**config.mk**
```make
export PLATFORM = sky130hd
export DESIGN_NAME = quad_paddle_decoder_flat
export DESIGN_NICKNAME = d
export VERILOG_FILES = /design/src/rtl/pong_pkg.sv /design/src/rtl/quad_paddle_decoder_if.sv /design/src/rtl/quad_paddle_decoder_filter.sv /design/src/rtl/quad_paddle_decoder.sv /design/src/flat_wrapper.sv
export SDC_FILE = /design/constraint.sdc
export NUM_CORES = 1
export LEC_CHECK = 0
export ABC_AREA = 1
export CORE_UTILIZATION = 25
export DETAILED_ROUTE_END_ITERATION = 16
export PLACE_DENSITY = 0.53
export SYNTH_ARGS = -nofsm -noshare
export SYNTH_HDL_FRONTEND = slang
export SYNTH_SLANG_ARGS = --single-unit
export TNS_END_PERCENT = 50
```
**constraint.sdc**
```tcl
create_clock -name clk -period 2.25 [get_ports clk]
set_input_delay 0.5625 -clock clk [delete_from_list [all_inputs] [get_ports clk]]
set_output_delay 0.5625 -clock clk [all_outputs]
set_load 0.02 [all_outputs]
```
**src/rtl/pong_pkg.sv**
```systemverilog
// -----------------------------------------------------------------------------
// pong_pkg
//   Shared types and constants for the pong game datapath.
//   - PADDLE_POS_W / PADDLE_MAX_POS : default paddle position width and limit.
//   - quad_state_t : quadrature pin pair {A,B}, each value is its own pin level.
//   - dir_t        : direction of the last accepted encoder step.
//   - quad_step_t  : result of classifying one filtered pin transition.
//   - quad_decode(): classifies an old->new pin pair as up/down/illegal/none.
// -----------------------------------------------------------------------------
package pong_pkg;

    localparam int PADDLE_POS_W   = 9;
    localparam int PADDLE_MAX_POS = 511;

    typedef enum logic [1:0] {
        Q00 = 2'b00,
        Q01 = 2'b01,
        Q11 = 2'b11,
        Q10 = 2'b10
    } quad_state_t;

    typedef enum logic {
        DIR_DN = 1'b0,
        DIR_UP = 1'b1
    } dir_t;

    typedef enum logic [1:0] {
        STEP_NONE,
        STEP_UP,
        STEP_DN,
        STEP_BAD
    } quad_step_t;

    // Forward order is 00 -> 01 -> 11 -> 10 -> 00; a both-bits change is illegal.
    function automatic quad_step_t quad_decode(input quad_state_t old_s,
                                               input quad_state_t new_s);
        quad_state_t fwd;
        quad_state_t rev;
        case (old_s)
            Q00:     begin fwd = Q01; rev = Q10; end
            Q01:     begin fwd = Q11; rev = Q00; end
            Q11:     begin fwd = Q10; rev = Q01; end
            default: begin fwd = Q00; rev = Q11; end
        endcase
        if (new_s == old_s)    return STEP_NONE;
        else if (new_s == fwd) return STEP_UP;
        else if (new_s == rev) return STEP_DN;
        else                   return STEP_BAD;
    endfunction

endpackage

```
**src/rtl/quad_paddle_decoder_if.sv**
```systemverilog
// -----------------------------------------------------------------------------
// quad_paddle_if
//   Signal bundle between the encoder/video side and quad_paddle_decoder.
//   Optional macro: QUAD_ERR_EN adds the 8-bit err_cnt signal.
//   quad_a, quad_b : raw encoder pins (asynchronous to clk)
//   frame_tick     : one-cycle per-frame publish strobe
//   paddle_pos     : frame-stable paddle position
//   pos_valid      : one-cycle pulse, paddle_pos just updated
//   dir            : direction of last accepted step (1 = up)
//   err_cnt        : saturating illegal-transition count (QUAD_ERR_EN only)
//   modport master : drives pins/frame_tick, observes outputs
//   modport slave  : the decoder
// -----------------------------------------------------------------------------
interface quad_paddle_if #(
    parameter int POS_W = 9
);
    logic             quad_a;
    logic             quad_b;
    logic             frame_tick;
    logic [POS_W-1:0] paddle_pos;
    logic             pos_valid;
    logic             dir;
`ifdef QUAD_ERR_EN
    logic [7:0]       err_cnt;
`endif

    modport master (
        output quad_a, quad_b, frame_tick,
        input  paddle_pos, pos_valid, dir
`ifdef QUAD_ERR_EN
        , input err_cnt
`endif
    );

    modport slave (
        input  quad_a, quad_b, frame_tick,
        output paddle_pos, pos_valid, dir
`ifdef QUAD_ERR_EN
        , output err_cnt
`endif
    );
endinterface

```
**src/rtl/quad_paddle_decoder_filter.sv**
```systemverilog
// -----------------------------------------------------------------------------
// quad_input_filter
//   Two-flop synchroniser plus a FILT_LEN-deep agreement window for one pin.
//   clk, rst_n : clock, asynchronous active-low reset
//   i_pin      : raw asynchronous pin
//   o_level    : current second-stage synchronised level
//   o_stable   : the last FILT_LEN synchronised samples are all equal
// -----------------------------------------------------------------------------
module quad_input_filter #(
    parameter int FILT_LEN = 4
) (
    input  logic clk,
    input  logic rst_n,
    input  logic i_pin,
    output logic o_level,
    output logic o_stable
);
    logic                r_sync1;
    // r_win[0] is the second synchroniser flop; higher bits are its history.
    logic [FILT_LEN-1:0] r_win;

    // NOTE: every flop here, window included, is reset -- the filter must come up
    // agreeing on a known level so priming sees a clean first acceptance.
    always_ff @(posedge clk or negedge rst_n) begin
        if (!rst_n) begin
            r_sync1 <= 1'b0;
            r_win   <= '0;
        end else begin
            // NOTE: non-blocking so every stage shifts from the pre-edge values.
            r_sync1 <= i_pin;
            r_win   <= {r_win[FILT_LEN-2:0], r_sync1};
        end
    end

    assign o_level  = r_win[0];
    assign o_stable = (&r_win) | (~|r_win);
endmodule

```
**src/rtl/quad_paddle_decoder.sv**
```systemverilog
// -----------------------------------------------------------------------------
// quad_paddle_decoder
//   Filters quadrature pins, decodes Gray-code steps into a saturating position,
//   and publishes that position once per frame so the paddle never tears.
//   Optional macro: QUAD_ERR_EN enables the illegal-transition counter err_cnt.
//   clk        : pixel clock
//   rst_n      : asynchronous active-low reset
//   bus        : quad_paddle_if.slave (pins, frame_tick, paddle_pos, pos_valid,
//                dir, err_cnt)
// -----------------------------------------------------------------------------
module quad_paddle_decoder
    import pong_pkg::*;
#(
    parameter int POS_W    = PADDLE_POS_W,
    parameter int MAX_POS  = PADDLE_MAX_POS,
    parameter int INIT_POS = 0,
    parameter int FILT_LEN = 4
) (
    input logic          clk,
    input logic          rst_n,
    quad_paddle_if.slave bus
);
    logic        w_lvl_a, w_stb_a, w_lvl_b, w_stb_b;
    quad_state_t w_new_ab;
    quad_step_t  w_step;
    logic        w_accept;

    quad_state_t      r_filt_ab;
    logic             r_primed;
    logic [POS_W-1:0] r_pos_raw;
    logic [POS_W-1:0] r_paddle_pos;
    logic             r_pos_valid;
    dir_t             r_dir;

    quad_input_filter #(.FILT_LEN(FILT_LEN)) u_filt_a (
        .clk      (clk),
        .rst_n    (rst_n),
        .i_pin    (bus.quad_a),
        .o_level  (w_lvl_a),
        .o_stable (w_stb_a)
    );

    quad_input_filter #(.FILT_LEN(FILT_LEN)) u_filt_b (
        .clk      (clk),
        .rst_n    (rst_n),
        .i_pin    (bus.quad_b),
        .o_level  (w_lvl_b),
        .o_stable (w_stb_b)
    );

    // Each channel adopts its new level independently once its window agrees;
    // both flipping in the same cycle is what makes a transition illegal.
    always_comb begin
        // NOTE: defaults first so no path leaves a combinational output unassigned.
        w_new_ab = r_filt_ab;
        if (w_stb_a) w_new_ab[1] = w_lvl_a;
        if (w_stb_b) w_new_ab[0] = w_lvl_b;
        w_accept = (w_new_ab != r_filt_ab);
        w_step   = quad_decode(r_filt_ab, w_new_ab);
    end

    always_ff @(posedge clk or negedge rst_n) begin
        if (!rst_n) begin
            r_filt_ab    <= Q00;
            r_primed     <= 1'b0;
            r_pos_raw    <= POS_W'(INIT_POS);
            r_paddle_pos <= POS_W'(INIT_POS);
            r_pos_valid  <= 1'b0;
            r_dir        <= DIR_DN;
        end else begin
            // Publish samples pos_raw before this edge's update lands.
            r_pos_valid <= bus.frame_tick;
            if (bus.frame_tick) r_paddle_pos <= r_pos_raw;

            if (w_accept) begin
                r_filt_ab <= w_new_ab;
                r_primed  <= 1'b1;
                // The first accepted level after reset is a reference, not a step.
                if (r_primed) begin
                    case (w_step)
                        STEP_UP: begin
                            r_dir <= DIR_UP;
                            if (r_pos_raw != POS_W'(MAX_POS)) r_pos_raw <= r_pos_raw + 1'b1;
                        end
                        STEP_DN: begin
                            r_dir <= DIR_DN;
                            if (r_pos_raw != '0) r_pos_raw <= r_pos_raw - 1'b1;
                        end
                        default: ;
                    endcase
                end
            end
        end
    end

`ifdef QUAD_ERR_EN
    logic [7:0] r_err_cnt;

    always_ff @(posedge clk or negedge rst_n) begin
        if (!rst_n) begin
            r_err_cnt <= '0;
        end else if (w_accept && r_primed && (w_step == STEP_BAD) && (r_err_cnt != 8'hFF)) begin
            r_err_cnt <= r_err_cnt + 1'b1;
        end
    end

    assign bus.err_cnt = r_err_cnt;
`endif

    assign bus.paddle_pos = r_paddle_pos;
    assign bus.pos_valid  = r_pos_valid;
    assign bus.dir        = r_dir;
endmodule

```
**src/flat_wrapper.sv**
```systemverilog
// flat-port wrapper written by rule: the top's interface ports become plain ports
module quad_paddle_decoder_flat import pong_pkg::*;
#(
    parameter int POS_W    = PADDLE_POS_W,
    parameter int MAX_POS  = PADDLE_MAX_POS,
    parameter int INIT_POS = 0,
    parameter int FILT_LEN = 4
)
  (clk, rst_n, bus_quad_a, bus_quad_b, bus_frame_tick, bus_paddle_pos, bus_pos_valid, bus_dir);
  quad_paddle_if #(.POS_W(POS_W)) bus_i ();
  input logic clk;
  input logic rst_n;
  input wire logic [$bits(bus_i.quad_a)-1:0] bus_quad_a;
  input wire logic [$bits(bus_i.quad_b)-1:0] bus_quad_b;
  input wire logic [$bits(bus_i.frame_tick)-1:0] bus_frame_tick;
  output wire logic [$bits(bus_i.paddle_pos)-1:0] bus_paddle_pos;
  output wire logic [$bits(bus_i.pos_valid)-1:0] bus_pos_valid;
  output wire logic [$bits(bus_i.dir)-1:0] bus_dir;
  assign bus_i.quad_a = bus_quad_a;
  assign bus_i.quad_b = bus_quad_b;
  assign bus_i.frame_tick = bus_frame_tick;
  assign bus_paddle_pos = bus_i.paddle_pos;
  assign bus_pos_valid = bus_i.pos_valid;
  assign bus_dir = bus_i.dir;
  quad_paddle_decoder #(.POS_W(POS_W), .MAX_POS(MAX_POS), .INIT_POS(INIT_POS), .FILT_LEN(FILT_LEN)) u_core (.clk(clk), .rst_n(rst_n), .bus(bus_i));
endmodule
```
==> results.md, run 1 <==
- CP Class: register to register
- Htree depth: 2
- Post-layout util: 38.8%
- Clk network pwr share: between 15 and 20%
- Max cap viols: 0
- Largest area contributor in the netlist: dfrtp_1
- Yosys top cell area share: a little under half
- Setup WS post-layout: -0.113 ns
- Post-detail-place hpwl: about 2800 um
- Clk_lat worst skew: between 0.2 and 0.3 ns
- Residual DRC count: 4
- Worst Path Max Fanout: 8
- Tcrit/Tclk final: 105%
- Drt pass-1 iters: 10
- Filler cell count in the final layout: between 600 and 700
- Critical path buffers and inverters: 4
- Post-synth EDFFs: 0
- Power Density: roughly 1400 mW/mm^2
- ANT nets after route: 0
- Required time worst endpoint: between 2 and 2.5 ns
- CP Data Arrival Time: approximately 2.5 ns
- Fin. Hold Viols: 0
- NetSw: 1.47 mW
- Number of vias per cell: 4.34
- GRT Overall Usage: 12.5%
- CTS tree: done
- Routed WL: around 4000 um
- Vias: 1488
- Post-Syn Instances: 210
- Buffers on Ports: 15
- Syn_nets: approximately 220
- RSZ-0062 raised after global routing: true
- GP Congestion: about 0.82
- Initial antenna violation count: 0
- Crit path cell chain: nor2_1 > nand2_1 > nand2_2 > nand2_4 > xor2_4 > o21ai_2 > inv_2 > ha_4 > inv_2 > nand2_2 > nand2_4 > ha_4 > inv_2 > nand2_2 > nand3_2 > nand2_4 > buf_4 > xnor2_1 > o21ai_1
- Sw Share: between 40% and 50%
- Worst-Margin Slew: between 0.4 and 0.5 ns
- Std cell rows: 29
- Crit. path cell count: 19
- Layout cells sized above 1: 40.2%
- Setup crit start kind: register
- First-pass GRT wire length: 6960 um
- Clock Sinks: 33
- Ant diodes: 0
- Clock Skews: between 0.004 and 0.005 ns
- Grt ovf: 0
- Netlist cell types: 27
- Fin cells: between 300 and 400
- Starting Density: a little over a quarter
- Area grow syn2layout: 46.6%
- Pleak: between 1 and 1.5 nW
- Largest net degree at the start of global routing: 34
- Hold Crit Depth: 0
- HP Class: register to register
- Clock Pin Slew Worst Setup and Hold Paths: roughly 0.08 ns
- Min Hold Slack: 0.352 ns
- Final min period: between 2 and 2.5 ns
- Die height: around 85 um
- Max stage delay on crit path: around 0.4 ns
- Synth area leaders: dfrtp_1, nand2_1, nor2_1
- Initial DRC count: 85
- Drt wl/cell: roughly 12 um
- Final setup fails: 6
- Number of nets in the layout: approximately 270
- Die Width: around 85 um
- Fmax: between 0.4 and 0.5 GHz
- Internal power: between 2 and 2.5 mW
- Critical path's slowest cell: dfrtp_1
- Commonest register cell after synthesis: dfrtp_1
- Sequential power share: between 20% and 30%
- Max Slew Vio Count: 0
- Pre-CTS setup slack: -0.188 ns
- Vias in the first global route: roughly 1500
- I/O Pins: 16
- Asr flop ratio synth: between 90% and 100%
- Flops & latches, synth: 33
- Failing checks: DRC, setup timing
- Sequential-to-total area share from yosys stat: between 40% and 50%
- Commonest cells in the netlist: nand2_1, dfrtp_1, nor2_1, inv_1, a21oi_1
- Root buffer cell: clkbuf_8
- CP top delay family: simple AND/OR/NAND/NOR gates
- Logic gate share of total power: a little under three fifths
- CP endpoint kind: register
- Worst vdd ir: 0.000368 V
- DP Cell Count: 324
- Setup TNS: -0.404 ns
- Worst R2R Path Depth: 19
- Synth warn: 0
- Core area: 0.00649 mm^2
- Most frequent cell after synthesis: nand2_1
- Hold Buf Count CTS: 0
- Status: finished with violations
- CTS Buf Count: 5
- Synthesized area: between 0.0015 and 0.002 mm^2
- Die ar.: 0.00722 mm^2
- Clock Tree Buf Depth: 2
- Avg Cell Area, Syn: between 8 and 9 um^2
- Relative slew slack: roughly 72%
[worst register-to-register path, delay by kind of cell (launching register included)]
family / cells / cell delay [ns]
XOR/XNOR: 2 / 0.26
flip-flops: 1 / 0.40
buffers and inverters: 4 / 0.29
adder cells (fa/ha/maj): 2 / 0.33
AO/OA/AOI/OAI: 2 / 0.25
AND/OR/NAND/NOR: 9 / 0.70
[layout by cell type (no fill, tap or decap), types with 4 or more instances in the layout]
cell type	instances
nor2_2	8
buf_4	33
nor2_1	17
nor2_4	5
clkbuf_8	5
inv_1	15
o21ai_1	4
nand3_2	4
inv_2	10
nand2_4	4
clkdlybuf4s50_1	15
nand3_1	6
nand4_1	5
dfrtp_1	33
a21oi_1	8
nand2_2	19
nand2_1	44
[cell type report]
| type | instances | area [um^2] | area share (%) |
|---|---|---|---|
| multi-input combinational | 147 | 933 | 37.0 |
| sequential | 33 | 826 | 32.7 |
| timing repair buffer | 52 | 452 | 17.9 |
| inverter | 26 | 100 | 3.97 |
| tap | 77 | 96.3 | 3.82 |
| clock buffer | 5 | 68.8 | 2.73 |
| clock inverter | 3 | 46.3 | 1.84 |
[final timing paths]
check,endpoint,start,slack (ns)
min in group asynchronous,u_core.u_filt_b.r_win[0],rst_n,0.67
max in group asynchronous,u_core.bus.paddle_pos[7],rst_n,1.28
worst min-delay path,u_core.u_filt_a.r_win[0],u_core.u_filt_a.r_sync1,0.35
worst min register to register,u_core.u_filt_a.r_win[0],u_core.u_filt_a.r_sync1,0.35
worst max-delay path,u_core.r_pos_raw[4],u_core.u_filt_a.r_win[2],-0.11
worst max register to register,u_core.r_pos_raw[4],u_core.u_filt_a.r_win[2],-0.11
[power groups by stage]
stage | registers [mW] | logic (mW) | clock network (mW)
2_1_floorplan | 0.971 | 0.981 | 0
3_3_place_gp | 0.934 | 1.64 | 0
3_5_place_dp | 0.933 | 1.66 | 0
4_1_cts | 0.923 | 1.80 | 0.592
5_1_grt | 0.963 | 2.23 | 0.617
6_report | 0.936 | 2.02 | 0.574
[cell families after synthesis]
group / Yosys count / synth area share, %
adders and majority gates: 4 / 2.91
and+or+nand+nor: 116 / 31.1
DFF: 33 / 48.0
xor gates and xnor gates: 7 / 4.00
muxes: 1 / 0.654
AOI/OAI and AO/OA: 19 / 5.89
buffers and inverters: 30 / 7.42
[stage by stage]
| step | total power [mW] | instance area, um^2 |
|---|---|---|
| after CTS | 3.31 | 2360 |
| after detailed placement | 2.59 | 2150 |
| final | 3.52 | 2520 |
| after global routing | 3.81 | 2520 |
| after global placement | 2.57 | 2150 |
| after floorplan | 1.95 | 1740 |
[sequential cells by signal, summed over array words and instances, names as in the netlist]
signal,flops
u_core.bus.paddle_pos,9
u_core.u_filt_a.r_sync1,1
u_core.u_filt_b.r_win,4
u_core.r_filt_ab,2
u_core.r_pos_raw,9
u_core.u_filt_b.r_sync1,1
u_core.r_primed,1
u_core.u_filt_a.r_win,4
u_core.bus.pos_valid,1
u_core.bus.dir,1
[layer usage]
| metal | GRT usage [%] | routed length, um |
|---|---|---|
| met5 | 0 | 0 |
| met4 | 6.01 | 80 |
| met3 | 2.92 | 116 |
| met2 | 19.5 | 1900 |
| met1 | 16.2 | 1920 |
[repair_timing]
action | 4_1_cts | 5_1_grt
buffers inserted | 6 | 5
pin swaps | 16 | 21
gates resized for setup | 13 | 35
endpoints found under the setup margin | 9 | 10
Power figures use the tool's default switching activity.
==> run 2: changes to the inputs <==
--- a/config.mk
+++ b/config.mk
@@ -6,6 +6,7 @@
 export NUM_CORES = 1
 export LEC_CHECK = 0
 export ABC_AREA = 1
+export CORE_MARGIN = 2
 export CORE_UTILIZATION = 25
 export DETAILED_ROUTE_END_ITERATION = 16
 export PLACE_DENSITY = 0.53
==> run 2 against run 1 <==
Largest cell class unchanged. Routed wire length shrank 4.8%. Non-clock buffer count shrank 7. Sequential power is essentially flat. Combinational power shrank 5%. Via count shrank 1.3%. Setup slack gained 0.055 ns. Critical path depth is the same. The run ends with setup timing left. Die area grew 4.8%. Hold slack lost 0.00073 ns. Cell count shrank 0.87%. Clock skew grew 0.0023 ns.
==> results.md, run 2 (synthesized netlist as in run 1, its figures left out) <==
- CTS tree: done
- Htree depth: 2 (unchanged)
- Root buffer cell: clkbuf_8
- CP endpoint kind: register
- Sequential power share: 27.2% (+0.7 points)
- Die Width: 87.0 um (+2.4%)
- Critical path's slowest cell: dfrtp_1
- Crit. path cell count: 19 (unchanged)
- Largest net degree at the start of global routing: 34 (unchanged)
- Leading cell type in the layout, fill and taps excluded: nand2_1
- Hold Path End: u_core.u_filt_b.r_win[0]
- NetSw: 1.45 mW (-1.7%)
- Setup slack, reg-to-reg: -0.06 ns (+0.05 ns)
- Most frequent cells in the layout: nand2_1, dfrtp_1, buf_4
- Critical path buffers and inverters: 3 (-1)
- Max cap viols: 0 (unchanged)
- Power Density: 1410 mW/mm^2 (+0.95%)
- Drt wl/cell: 11.3 um (-4.0%)
- Hold path startpoint: u_core.u_filt_b.r_sync1
- Worst R2R Path Depth: 19 (unchanged)
- Number of vias per cell: 4.32 (-0.47%)
- Die ar.: 0.00756 mm^2 (+4.8%)
- Max Slew Vio Count: 0 (unchanged)
- Grt ovf: 0 (unchanged)
- Filler cell count in the final layout: 672 (+7.2%)
- Failing checks: setup timing
- Clock Pin Slew Worst Setup and Hold Paths: 0.07 ns (about the same)
- HP Class: register to register
- Internal power: 2.00 mW (-2.3%)
- Clk network pwr share: 17.1% (+0.8 points)
- Setup TNS: -0.186 ns (+0.217 ns)
- Residual DRC count: 0 (-4)
- Hold Crit Depth: 0 (unchanged)
- RSZ-0062 raised after global routing: true
- Worst vdd ir: 0.000277 V (-25%)
- CP Data Arrival Time: 2.49 ns (-0.05 ns)
- Relative slew slack: 71.4% (-0.78 points)
- Setup WS post-layout: -0.0585 ns (+0.0549 ns)
- Tcrit/Tclk final: 103% (-2.4 points)
- Final min period: 2.31 ns (-0.0549 ns)
- Clock Tree Buf Depth: 2 (unchanged)
- CP Class: register to register
- DP Area: 0.00214 mm^2 (-0.52%)
- GRT Overall Usage: 10.9% (-1.6 points)
- First-pass GRT wire length: 6450 um (-7.2%)
- Required time worst endpoint: 2.43 ns (about the same)
- Vias in the first global route: 1401 (-5.2%)
- Clk_lat worst skew: 0.29 ns (about the same)
- Routed WL: 3830 um (-4.8%)
- Initial DRC count: 66 (-22%)
- Status: finished with violations
- Clock Skews: 0.00668 ns (+0.00225 ns)
- Crit path cell chain: nor2_1 > nand2_1 > nand2_1 > nand2_2 > xor2_2 > o21ai_2 > inv_2 > ha_4 > buf_6 > nand2_2 > inv_2 > nor2_4 > nand2_1 > nor2_4 > nand2_4 > nand2_1 > nand2_1 > nand3_1 > nand2_1
- Post-detail-place hpwl: 2570 um (-8.0%)
- Setup crit start kind: register
- Die height: 87.0 um (+2.4%)
- ANT nets after route: 0 (unchanged)
- Final setup fails: 4 (-2)
- Std cell rows: 30 (+3.4%)
- Fmax: 0.433 GHz (+2.4%)
- I/O Pins: 16 (unchanged)
- Worst Path Max Fanout: 7 (-1)
- Layout cells sized above 1: 36.9% (-3.3 points)
- Reg2reg start: u_core.u_filt_b.r_win[0]
- Logic gate share of total power: 55.7% (-1.5 points)
- Pleak: 1.19 nW (-1.6%)
- Initial antenna violation count: 0 (unchanged)
- Worst-Margin Slew: 0.429 ns (+0.0117 ns)
- Vias: 1468 (-1.3%)
- Drt pass-1 iters: 4 (-6)
- Reg2reg end: u_core.r_pos_raw[8]
- CP top delay family: simple AND/OR/NAND/NOR gates
- Max stage delay on crit path: 0.40 ns (about the same)
- Starting Density: 25.6% (-0.88 points)
- Sw Share: 41.9% (+0.14 points)
- Finished Cell Area: 0.00245 mm^2 (-3.0%)
- GP Congestion: 0.809 (-1.7%)
- Number of nets in the layout: 268 (-2.2%)
- Core area: 0.00672 mm^2 (+3.4%)
- Ant diodes: 0 (unchanged)
- Clock Sinks: 33 (unchanged)
- Fin. Hold Viols: 0 (unchanged)
- CTS Buf Count: 5 (unchanged)
- CP most frequent cell: nand2_1
- Area grow syn2layout: 42.3%
- Buffers on Ports: 15 (unchanged)
## run 2: changes by cell type in the layout (fill, tap and decap cells not counted), moves of 2 or more
cell and change:
nor2_1 +3, buf_4 -4, nor2_2 -5, nor2_4 +3, buf_6 -2
## run 2: final cells by class
class	count	area (um^2)	area share, %
Sequential cell	33	826	33.7
Inverter	26	98.8	4.04
Multi-Input combinational cell	148	923	37.7
Tap cell	80	100	4.09
Clock inverter	2	37.5	1.53
Timing Repair Buffer	45	379	15.5
Clock buffer	6	82.6	3.37
## run 2: worst reg2reg max path: stages, from the launching register on
cell and delay [ns]:
dfrtp_1 0.40, nor2_1 0.10, nand2_1 0.05, nand2_1 0.09, nand2_2 0.07, xor2_2 0.16, o21ai_2 0.17, inv_2 0.08
ha_4 0.19, buf_6 0.15, nand2_2 0.07, inv_2 0.05, nor2_4 0.10, nand2_1 0.11, nor2_4 0.12, nand2_4 0.06
nand2_1 0.05, nand2_1 0.05, nand3_1 0.06, nand2_1 0.05
## run 2: through the flow
step	worst slack, ns	hold slack (ns)	util (%)	std cells	power, mW
finish	-0.0585	0.351	36.4	340	3.45
global route	-0.254	0.360	36.4	340	3.75
CTS	-0.121	0.353	34.9	339	3.29
detailed placement	-0.157	0.336	31.8	325	2.55
global placement	-0.145	0.332	31.8	325	2.55
floorplan	-0.0209	0.267	-	210	1.95
## run 2: layer usage
metal	vias up	share of wire, %	GRT usage, %
li1	754	-	-
met1	679	50	14.6
met2	28	45	16.4
met3	7	3.5	2.56
met4	0	1.8	5.11
met5	-	0	0
## run 2: what timing repair did
action / in CTS / in global routing
pin swaps: 15 / 11
gates cloned: 1 / 0
hold buffers: 0 / 0
gates resized for setup: 16 / 26
buffers inserted: 5 / 1
setup endpoints to repair: 9 / 10
## run 2: worst max-delay path by stage
stage | start | to | slack, ns
global route | u_core.u_filt_b.r_win[0] | u_core.r_pos_raw[6] | -0.25
global placement | u_core.u_filt_b.r_win[0] | u_core.r_pos_raw[8] | -0.15
detailed placement | u_core.u_filt_b.r_win[0] | u_core.r_pos_raw[8] | -0.16
CTS | u_core.u_filt_a.r_win[0] | u_core.r_pos_raw[6] | -0.12
floorplan | u_core.u_filt_b.r_win[0] | u_core.r_pos_raw[6] | -0.02
finish | u_core.u_filt_b.r_win[0] | u_core.r_pos_raw[8] | -0.06
## run 2: power groups by stage
| stage | clock network (mW) | logic (mW) | registers [mW] |
|---|---|---|---|
| 2_1_floorplan | 0 | 0.981 | 0.971 |
| 3_3_place_gp | 0 | 1.62 | 0.927 |
| 3_5_place_dp | 0 | 1.62 | 0.928 |
| 4_1_cts | 0.604 | 1.77 | 0.922 |
| 5_1_grt | 0.624 | 2.15 | 0.972 |
| 6_report | 0.590 | 1.92 | 0.939 |
==> run 3: changes to the inputs <==
--- a/config.mk
+++ b/config.mk
@@ -8,6 +8,7 @@
 export ABC_AREA = 1
 export CORE_MARGIN = 2
 export CORE_UTILIZATION = 25
+export CTS_CLUSTER_DIAMETER = 100
 export DETAILED_ROUTE_END_ITERATION = 16
 export PLACE_DENSITY = 0.53
 export SYNTH_ARGS = -nofsm -noshare
==> results of run 3 <==
Final layout, timing and power as in run 2 (identical DEF).
